$ cat src/rtl/nitta_to_i2c_serializer.sv
// nitta_to_i2c_serializer
//   Buffers NITTA words in a small FIFO and emits each one as a sequence of
//   I2C_DATA_WIDTH-bit subframes. A rising edge on i2c_ready consumes the
//   current subframe. Words narrower than a whole number of subframes are
//   zero-extended, so padding sits in the top of the most significant subframe.
// Ports:
//   clk, rst        single clock, synchronous active-high reset
//   nitta_valid     from_nitta holds a word to enqueue
//   from_nitta      word to enqueue
//   splitter_ready  FIFO not full
//   overflow        sticky: a write was attempted while full
//   pending         FIFO occupancy (excludes the word being shifted out)
//   i2c_ready       level from the I2C slave; low->high consumes a subframe
//   to_i2c          current subframe (registered)
//   to_i2c_valid    to_i2c holds a valid subframe
//   frame_last      current subframe is the last of its word
module nitta_to_i2c_serializer #(
    parameter int unsigned DATA_WIDTH     = 32,
    parameter int unsigned I2C_DATA_WIDTH = 8,
    parameter int unsigned FIFO_DEPTH     = 4,
    parameter int unsigned MSB_FIRST      = 1
) (
    input  logic                                 clk,
    input  logic                                 rst,
    input  logic                                 nitta_valid,
    input  logic [DATA_WIDTH-1:0]                from_nitta,
    output logic                                 splitter_ready,
    output logic                                 overflow,
    output logic [$clog2(FIFO_DEPTH+1)-1:0]      pending,
    input  logic                                 i2c_ready,
    output logic [I2C_DATA_WIDTH-1:0]            to_i2c,
    output logic                                 to_i2c_valid,
    output logic                                 frame_last
);

    localparam int unsigned SUB_N = (DATA_WIDTH + I2C_DATA_WIDTH - 1) / I2C_DATA_WIDTH;
    localparam int unsigned PAD_W = SUB_N * I2C_DATA_WIDTH;
    localparam int unsigned PTR_W = $clog2(FIFO_DEPTH);
    localparam int unsigned CNT_W = $clog2(FIFO_DEPTH + 1);
    localparam int unsigned CW    = (SUB_N > 1) ? $clog2(SUB_N) : 1;

    localparam logic [CW-1:0]    LAST_IDX = CW'(SUB_N - 1);
    localparam logic [CNT_W-1:0] FULL_CNT = CNT_W'(FIFO_DEPTH);

    localparam logic [0:0] IDLE = 1'b0;
    localparam logic [0:0] SEND = 1'b1;

    logic [DATA_WIDTH-1:0]     fifo_mem_q [FIFO_DEPTH];
    logic [PTR_W-1:0]          wr_ptr_q, wr_ptr_d;
    logic [PTR_W-1:0]          rd_ptr_q, rd_ptr_d;
    logic [CNT_W-1:0]          count_q, count_d;
    logic                      overflow_q, overflow_d;
    logic [0:0]                state_q, state_d;
    logic [CW-1:0]             counter_q, counter_d;
    logic [PAD_W-1:0]          shift_q, shift_d;
    logic                      i2c_prev_q;
    logic [I2C_DATA_WIDTH-1:0] to_i2c_q, to_i2c_d;
    logic                      valid_q, valid_d;
    logic                      last_q, last_d;

    logic full, wr_en, pop, consume, at_last;

    // Subframe select: counter 0 is the first subframe sent in the chosen order.
    function automatic logic [I2C_DATA_WIDTH-1:0] pick(input logic [PAD_W-1:0] s,
                                                       input logic [CW-1:0]    c);
        int unsigned idx;
        idx = (MSB_FIRST != 0) ? (SUB_N - 1 - 32'(c)) : 32'(c);
        return s[idx*I2C_DATA_WIDTH +: I2C_DATA_WIDTH];
    endfunction

    always_comb begin
        full       = (count_q == FULL_CNT);
        wr_en      = nitta_valid && !full;
        overflow_d = overflow_q || (nitta_valid && full);
        consume    = i2c_ready && !i2c_prev_q && (state_q == SEND);
        at_last    = (counter_q == LAST_IDX);

        pop       = 1'b0;
        state_d   = state_q;
        counter_d = counter_q;
        shift_d   = shift_q;

        if (state_q == IDLE) begin
            if (count_q != '0) pop = 1'b1;
        end else if (consume) begin
            if (!at_last)              counter_d = counter_q + 1'b1;
            else if (count_q != '0)    pop = 1'b1;
            else                       state_d = IDLE;
        end

        if (pop) begin
            shift_d   = PAD_W'(fifo_mem_q[rd_ptr_q]);
            counter_d = '0;
            state_d   = SEND;
        end

        wr_ptr_d = wr_en ? wr_ptr_q + 1'b1 : wr_ptr_q;
        rd_ptr_d = pop   ? rd_ptr_q + 1'b1 : rd_ptr_q;
        count_d  = count_q;
        if (wr_en && !pop)      count_d = count_q + 1'b1;
        else if (!wr_en && pop) count_d = count_q - 1'b1;

        // Outputs are registered from next-state so they are valid the cycle after the edge.
        valid_d  = (state_d == SEND);
        to_i2c_d = valid_d ? pick(shift_d, counter_d) : '0;
        last_d   = valid_d && (counter_d == LAST_IDX);
    end

    always_ff @(posedge clk) begin
        i2c_prev_q <= i2c_ready;
        if (rst) begin
            wr_ptr_q   <= '0;
            rd_ptr_q   <= '0;
            count_q    <= '0;
            overflow_q <= 1'b0;
            state_q    <= IDLE;
            counter_q  <= '0;
            shift_q    <= '0;
            to_i2c_q   <= '0;
            valid_q    <= 1'b0;
            last_q     <= 1'b0;
        end else begin
            wr_ptr_q   <= wr_ptr_d;
            rd_ptr_q   <= rd_ptr_d;
            count_q    <= count_d;
            overflow_q <= overflow_d;
            state_q    <= state_d;
            counter_q  <= counter_d;
            shift_q    <= shift_d;
            to_i2c_q   <= to_i2c_d;
            valid_q    <= valid_d;
            last_q     <= last_d;
        end
    end

    always_ff @(posedge clk) begin
        if (wr_en) fifo_mem_q[wr_ptr_q] <= from_nitta;
    end

    assign splitter_ready = !full;
    assign overflow       = overflow_q;
    assign pending        = count_q;
    assign to_i2c         = to_i2c_q;
    assign to_i2c_valid   = valid_q;
    assign frame_last     = last_q;

endmodule

$ cat config.mk
export PLATFORM = sky130hd
export DESIGN_NAME = nitta_to_i2c_serializer
export DESIGN_NICKNAME = d
export VERILOG_FILES = /design/src/rtl/nitta_to_i2c_serializer.sv
export SDC_FILE = /design/constraint.sdc
export NUM_CORES = 1
export LEC_CHECK = 0
export ABC_AREA = 1
export BUFFER_PORTS_ARGS = -buffer_cell sky130_fd_sc_hd__buf_2
export CAP_MARGIN = 20
export CORE_AREA = 4 4 117 203
export DETAILED_ROUTE_END_ITERATION = 7
export DIE_AREA = 0 0 121 207
export HOLD_SLACK_MARGIN = 0.02
export PLACE_DENSITY_LB_ADDON = 0.15
export SLEW_MARGIN = 30
export SYNTH_ARGS = -nofsm -noshare
export SYNTH_HDL_FRONTEND = slang
export SYNTH_SLANG_ARGS = --single-unit
$ cat constraint.sdc
create_clock -name clk -period 2.5 [get_ports clk]
set_input_delay 0.625 -clock clk [delete_from_list [all_inputs] [get_ports clk]]
set_output_delay 0.625 -clock clk [all_outputs]
set_load 0.005 [all_outputs]
### Yosys cells after proc, flatten, opt, wreduce, memory -nomap -nowiden

Memories as Yosys holds them, arrays and structs flattened. A register that Yosys moved wholly into a read port is not among the register bits.
Index checks and enable logic that the tools add are counted.

* register bits: 53
* bits in latches: 0
* memories kept: 1
* word-level logic and storage cells: 56
* input bits: 36
* ROM bits: 0
* RAM bits: 128

Memory list
* fifo_mem_q: depth 4, bits a word 32, rd ports 1, clocked after memory_dff 1, write ports 1, RTL line 48 `logic [DATA_WIDTH-1:0] fifo_mem_q [FIFO_DEPTH];`

* bitwise operators: 1
* $add $sub $neg: 6
* mux-type cells: 19
* div/mod/pow operators: 0
* equal/unequal tests: 3
* reduce and logical (&&, ||, !) cells: 15
* $lt $le $gt $ge: 0
* shift-type cells: 1
* multiply operators: 0

Operators by type and width (number)
* indexed part select 32 x 33 -> 8 bit: 1
* two-way mux 32 bit: 1
* two-way mux 2 bit: 6
* two-way mux 1 bit: 10
* logical AND 1 bit: 7
* adder 2 x 1 -> 2 bit, second input constant: 3
* two-way mux 3 bit: 2
* equality test 2 bit, second input constant: 2
* zero test 1 bit: 4
* adder 3 x 1 -> 3 bit, second input constant: 1
* equality test 3 bit, second input constant: 1
* nonzero test 3 bit: 1
* subtractor 2 x 2 -> 3 bit, first input constant: 1
* subtractor 3 x 1 -> 3 bit, second input constant: 1
* nonzero test 2 bit: 1
* OR reduction 2 bit: 1
* logical OR 1 bit: 1
* NOT 1 bit: 1

### Longest topological paths before layout

* word-level depth: 8
* depth in mapped cells: 14
* depth with buffers taken out: 12

### Least setup slack after synthesis

Ideal clock, no wire load.

* path type: input-to-reg
* from: input port nitta_valid
* to: memory fifo_mem_q[0][0] (enable)
* stages: 2
* data arrival time: 2.148 ns
* path slack: -0.069 ns
* data required time: 2.079 ns
* buffers on the path: 0
* cells stage by stage: nand2_1 nor2_1

* cells in the longest elaborated chain, start to end: 3

RTL lines
* start: declaration: RTL line 25 `input logic nitta_valid,`
* logical AND 1 bit: RTL line 73 `wr_en = nitta_valid && !full;`
* two-way mux 1 bit: RTL line 137 `if (wr_en) fifo_mem_q[wr_ptr_q] <= from_nitta;`
* two-way mux 1 bit (implied by the code): RTL line 137
* end: declaration: RTL line 48

Every way passes these cells.

### Final worst setup path

* from: register count_q[1] (netlist: pending[1])
* to: register count_q[2] (netlist: pending[2])

* cells in the longest elaborated chain, start to end: 8
* elaborated cells between the ends (all ways): 17
* those cells by class: add/sub (2); eq/ne (1); mux (6); reduce/logical (8)

RTL lines
* start: declaration: RTL line 51 `logic [CNT_W-1:0] count_q, count_d;`
* start signal: assignment: RTL line 125 `count_q <= count_d;`
* nonzero test 3 bit: RTL line 84, 87
* two-way mux 1 bit: RTL line 84, 87
* two-way mux 1 bit: RTL line 86 `if (!at_last) counter_d = counter_q + 1'b1;`
* two-way mux 1 bit: RTL line 85 `end else if (consume) begin`
* two-way mux 1 bit: RTL line 83 `if (state_q == IDLE) begin`
* zero test 1 bit: RTL line 100 `if (wr_en && !pop) count_d = count_q + 1'b1;`
* logical AND 1 bit: RTL line 100
* two-way mux 3 bit or nonzero test 2 bit (tied branches)

Parallel ways exist; a longest one is shown, timed or not. The select of a mux whose other input is x is not followed.
A chain may end at the register's enable or synchronous reset.

==> flow_metrics.tcl <==
set metrics [dict create \
    leakage_nw 3.71 \
    dpl.hpwl_um 10800 \
    seqPwrFrac_pct 41.2 \
    multiInputGateArea_sq_um 1980 \
    critPathArrivalTime_ps 2280 \
    status "finished, final reports clean" \
    clock_path_buffers 2 \
    crit_type "reg -> reg" \
    cts_hold_buf 0 \
    firstDrtPassIters 4 \
    grt_max_degree 73 \
    avgSynthCellArea_sq_um 10.0 \
    coreArea_sq_um 22100 \
    drtIter0Drc 210 \
    yosysTopAreaCell "edfxtp_1" \
    netlist-cell-type-count 26 \
    rsz0062_at_grt "no" \
    grt_pass1_wl_um 27600 \
    cts_max_level 4 \
    swShare_pct 34.6 \
    wl_per_cell_um 15.0 \
    cts.sink_count 183 \
    hold_viol 0 \
    ys_seq_area_share_pct 65.0 \
    start_util_pct 34.5 \
    vias 5114 \
    tightestPinTransition_ps 604 \
    power_mw 9.71 \
    post-route-period-util_pct 78.9 \
    fin_util_pct 39.9 \
    max_freq_mhz 507 \
    synth_edf_count 128 \
    powerDensity_nw_per_um2 1100 \
    via_per_inst 4.57 \
    skew_ps 10.9 \
    numCtsBuffers 17 \
    io_buffers 50 \
    cts_setup_buffers 0 \
    root_buffer "clkbuf_16" \
    worstSetupEndpointType "flop" \
    slew_headroom_pct 59.7 \
    cts-resized-gates 0 \
    num_rows 72 \
    nets 851 \
    worstSkewPairLatency_ps 420 \
    yosysWarnings 0 \
    syn_to_final_growth_pct 15.9 \
    seq_area_sq_um 4950 \
    period_needed_ps 1970 \
    grt_use_total_pct 14.0 \
    dieArea_sq_um 25000 \
    cp-start-kind "flop" \
    synth_nets 803 \
    drive_gt1_share_pct 14.6 \
    grt_overflow 0 \
    antenna_found_initial 0 \
    internal-power_mw 6.35 \
    hold_slack_ps 319 \
    pwr-share-clk_pct 27.5 \
    p_sw_mw 3.35 \
    synthTopCellsByArea "edfxtp_1 (51%), dfxtp_1 (14%), nand2_1 (6.8%)" \
    synth_flop_cell "edfxtp_1" \
    antenna_left 0 \
    p_comb_share_pct 31.3 \
    gp_congestion 0.811 \
    yosys-top-cells-count "nand2_1 (138), edfxtp_1 (128), inv_1 (124), nor2_1 (92), nand3_1 (76)" \
    async_reset_ff_share_pct 0 \
    ir_worst_vdd_mv 0.522 \
    die_h_um 207 \
    syn_inst 761 \
    totalWireLength_um 16800 \
    tritoncts "yes" \
    drcViolationCount 0 \
    ys_ff_latch 183 \
    syn_area_sq_um 7610 \
    hold_path_class "in -> reg" \
    clk_pin_slew_ps 70 \
    antennaDiodeCount 0 \
    io_pins 51 \
    synth_top_area_share_pct 50.5 \
    die_w_um 121 \
    slew_viol_final 0 \
    crit_fanout 4 \
    cap_violations 0 \
    critPathRequiredTime_ps 2810 \
    setup_viol 0 \
    grt_pass1_vias 5404 \
    nFillCells 2181 \
    synth.most_common_cell "nand2_1" \
]
[power groups by stage]
stage,registers (mW),logic [mW],clock network (mW)
final,4.00,3.04,2.67
after global routing,4.05,3.48,2.88
after CTS,4.01,3.11,2.75
after detailed placement,4.07,3.10,0
after global placement,4.06,3.04,0
after floorplan,4.04,2.26,0
[cell usage in the layout, fill, tap and decap left out, drive strengths merged]
cell / Yosys / final
a211oi: 13 / 13
a21oi: 27 / 27
buf: 23 / 63
clkbuf: 11 / 24
clkinv: 1 / 6
clkinvlp: 0 / 1
dfxtp: 55 / 55
edfxtp: 128 / 128
fa: 1 / 1
ha: 5 / 5
inv: 128 / 130
nand2: 143 / 143
nand3: 79 / 79
nand4: 6 / 6
nor2: 93 / 93
o21ai: 42 / 42
o22ai: 5 / 5
or2: 1 / 1
[cell families after synthesis]
| group | Yosys count | share of synthesized area (%) |
|---|---|---|
| flops | 183 | 65.0 |
| buf+inv | 163 | 9.14 |
| fa+ha+maj | 6 | 1.09 |
| simple gates | 322 | 18.0 |
| compound gates | 87 | 6.76 |
[layout make-up]
type / count / share of cell area [%]
multi-input combinational: 415 / 22.5
tap: 296 / 4.20
timing repair buffer: 63 / 4.80
sequential: 183 / 56.1
inverter: 129 / 5.49
clock buffer: 24 / 6.32
clock inverter: 8 / 0.639
[stage by stage]
| stage | std cells | area, sq um | worst slack, ps | setup TNS [ps] |
|---|---|---|---|---|
| 2_1_floorplan | 761 | 7610 | -69.4 | -8890 |
| 3_3_place_gp | 1086 | 8200 | 264 | 0 |
| 3_5_place_dp | 1086 | 8200 | 220 | 0 |
| 4_1_cts | 1118 | 8820 | 513 | 0 |
| 5_1_grt | 1118 | 8820 | 329 | 0 |
| 6_report | 1118 | 8820 | 527 | 0 |
[final timing paths]
| kind | from | to | slack [ps] | cells after the start |
|---|---|---|---|---|
| setup / recovery | pending[1] | pending[2] | 530 | 11 |
| hold / removal | i2c_ready | i2c_prev_q | 320 | 1 |
| setup reg to reg | pending[1] | pending[2] | 530 | 11 |
| hold reg to reg | overflow | overflow | 450 | 2 |
[state kept, by name (all words and copies together), names as in the netlist, named ones only]
signal        cells
counter_q         2
fifo_mem_q      128
frame_last        1
i2c_prev_q        1
overflow          1
pending           3
rd_ptr_q          2
shift_q          32
to_i2c            8
to_i2c_valid      1
wr_ptr_q          2
[per-layer routing]
metal	part of all wire [%]	routed length, um	up-vias	global-route usage [%]
met4	1.3	223	0	4.77
met2	55	9180	78	25.9
met3	2.6	441	17	2.51
met1	41	6930	2452	16.0
li1	-	-	2567	-
met5	0	0	-	0
[worst max-delay path, stage by stage (launching register included)]
cell     delay, ps
dfxtp_1        400
inv_1          110
nand3_1        140
nand2_1         80
inv_1           70
ha_1           130
inv_1           60
fa_1           370
a21oi_1        140
o21ai_0        120
o21ai_0        180
a21oi_1         60
No activity file was read; power rests on OpenSTA's default activity.
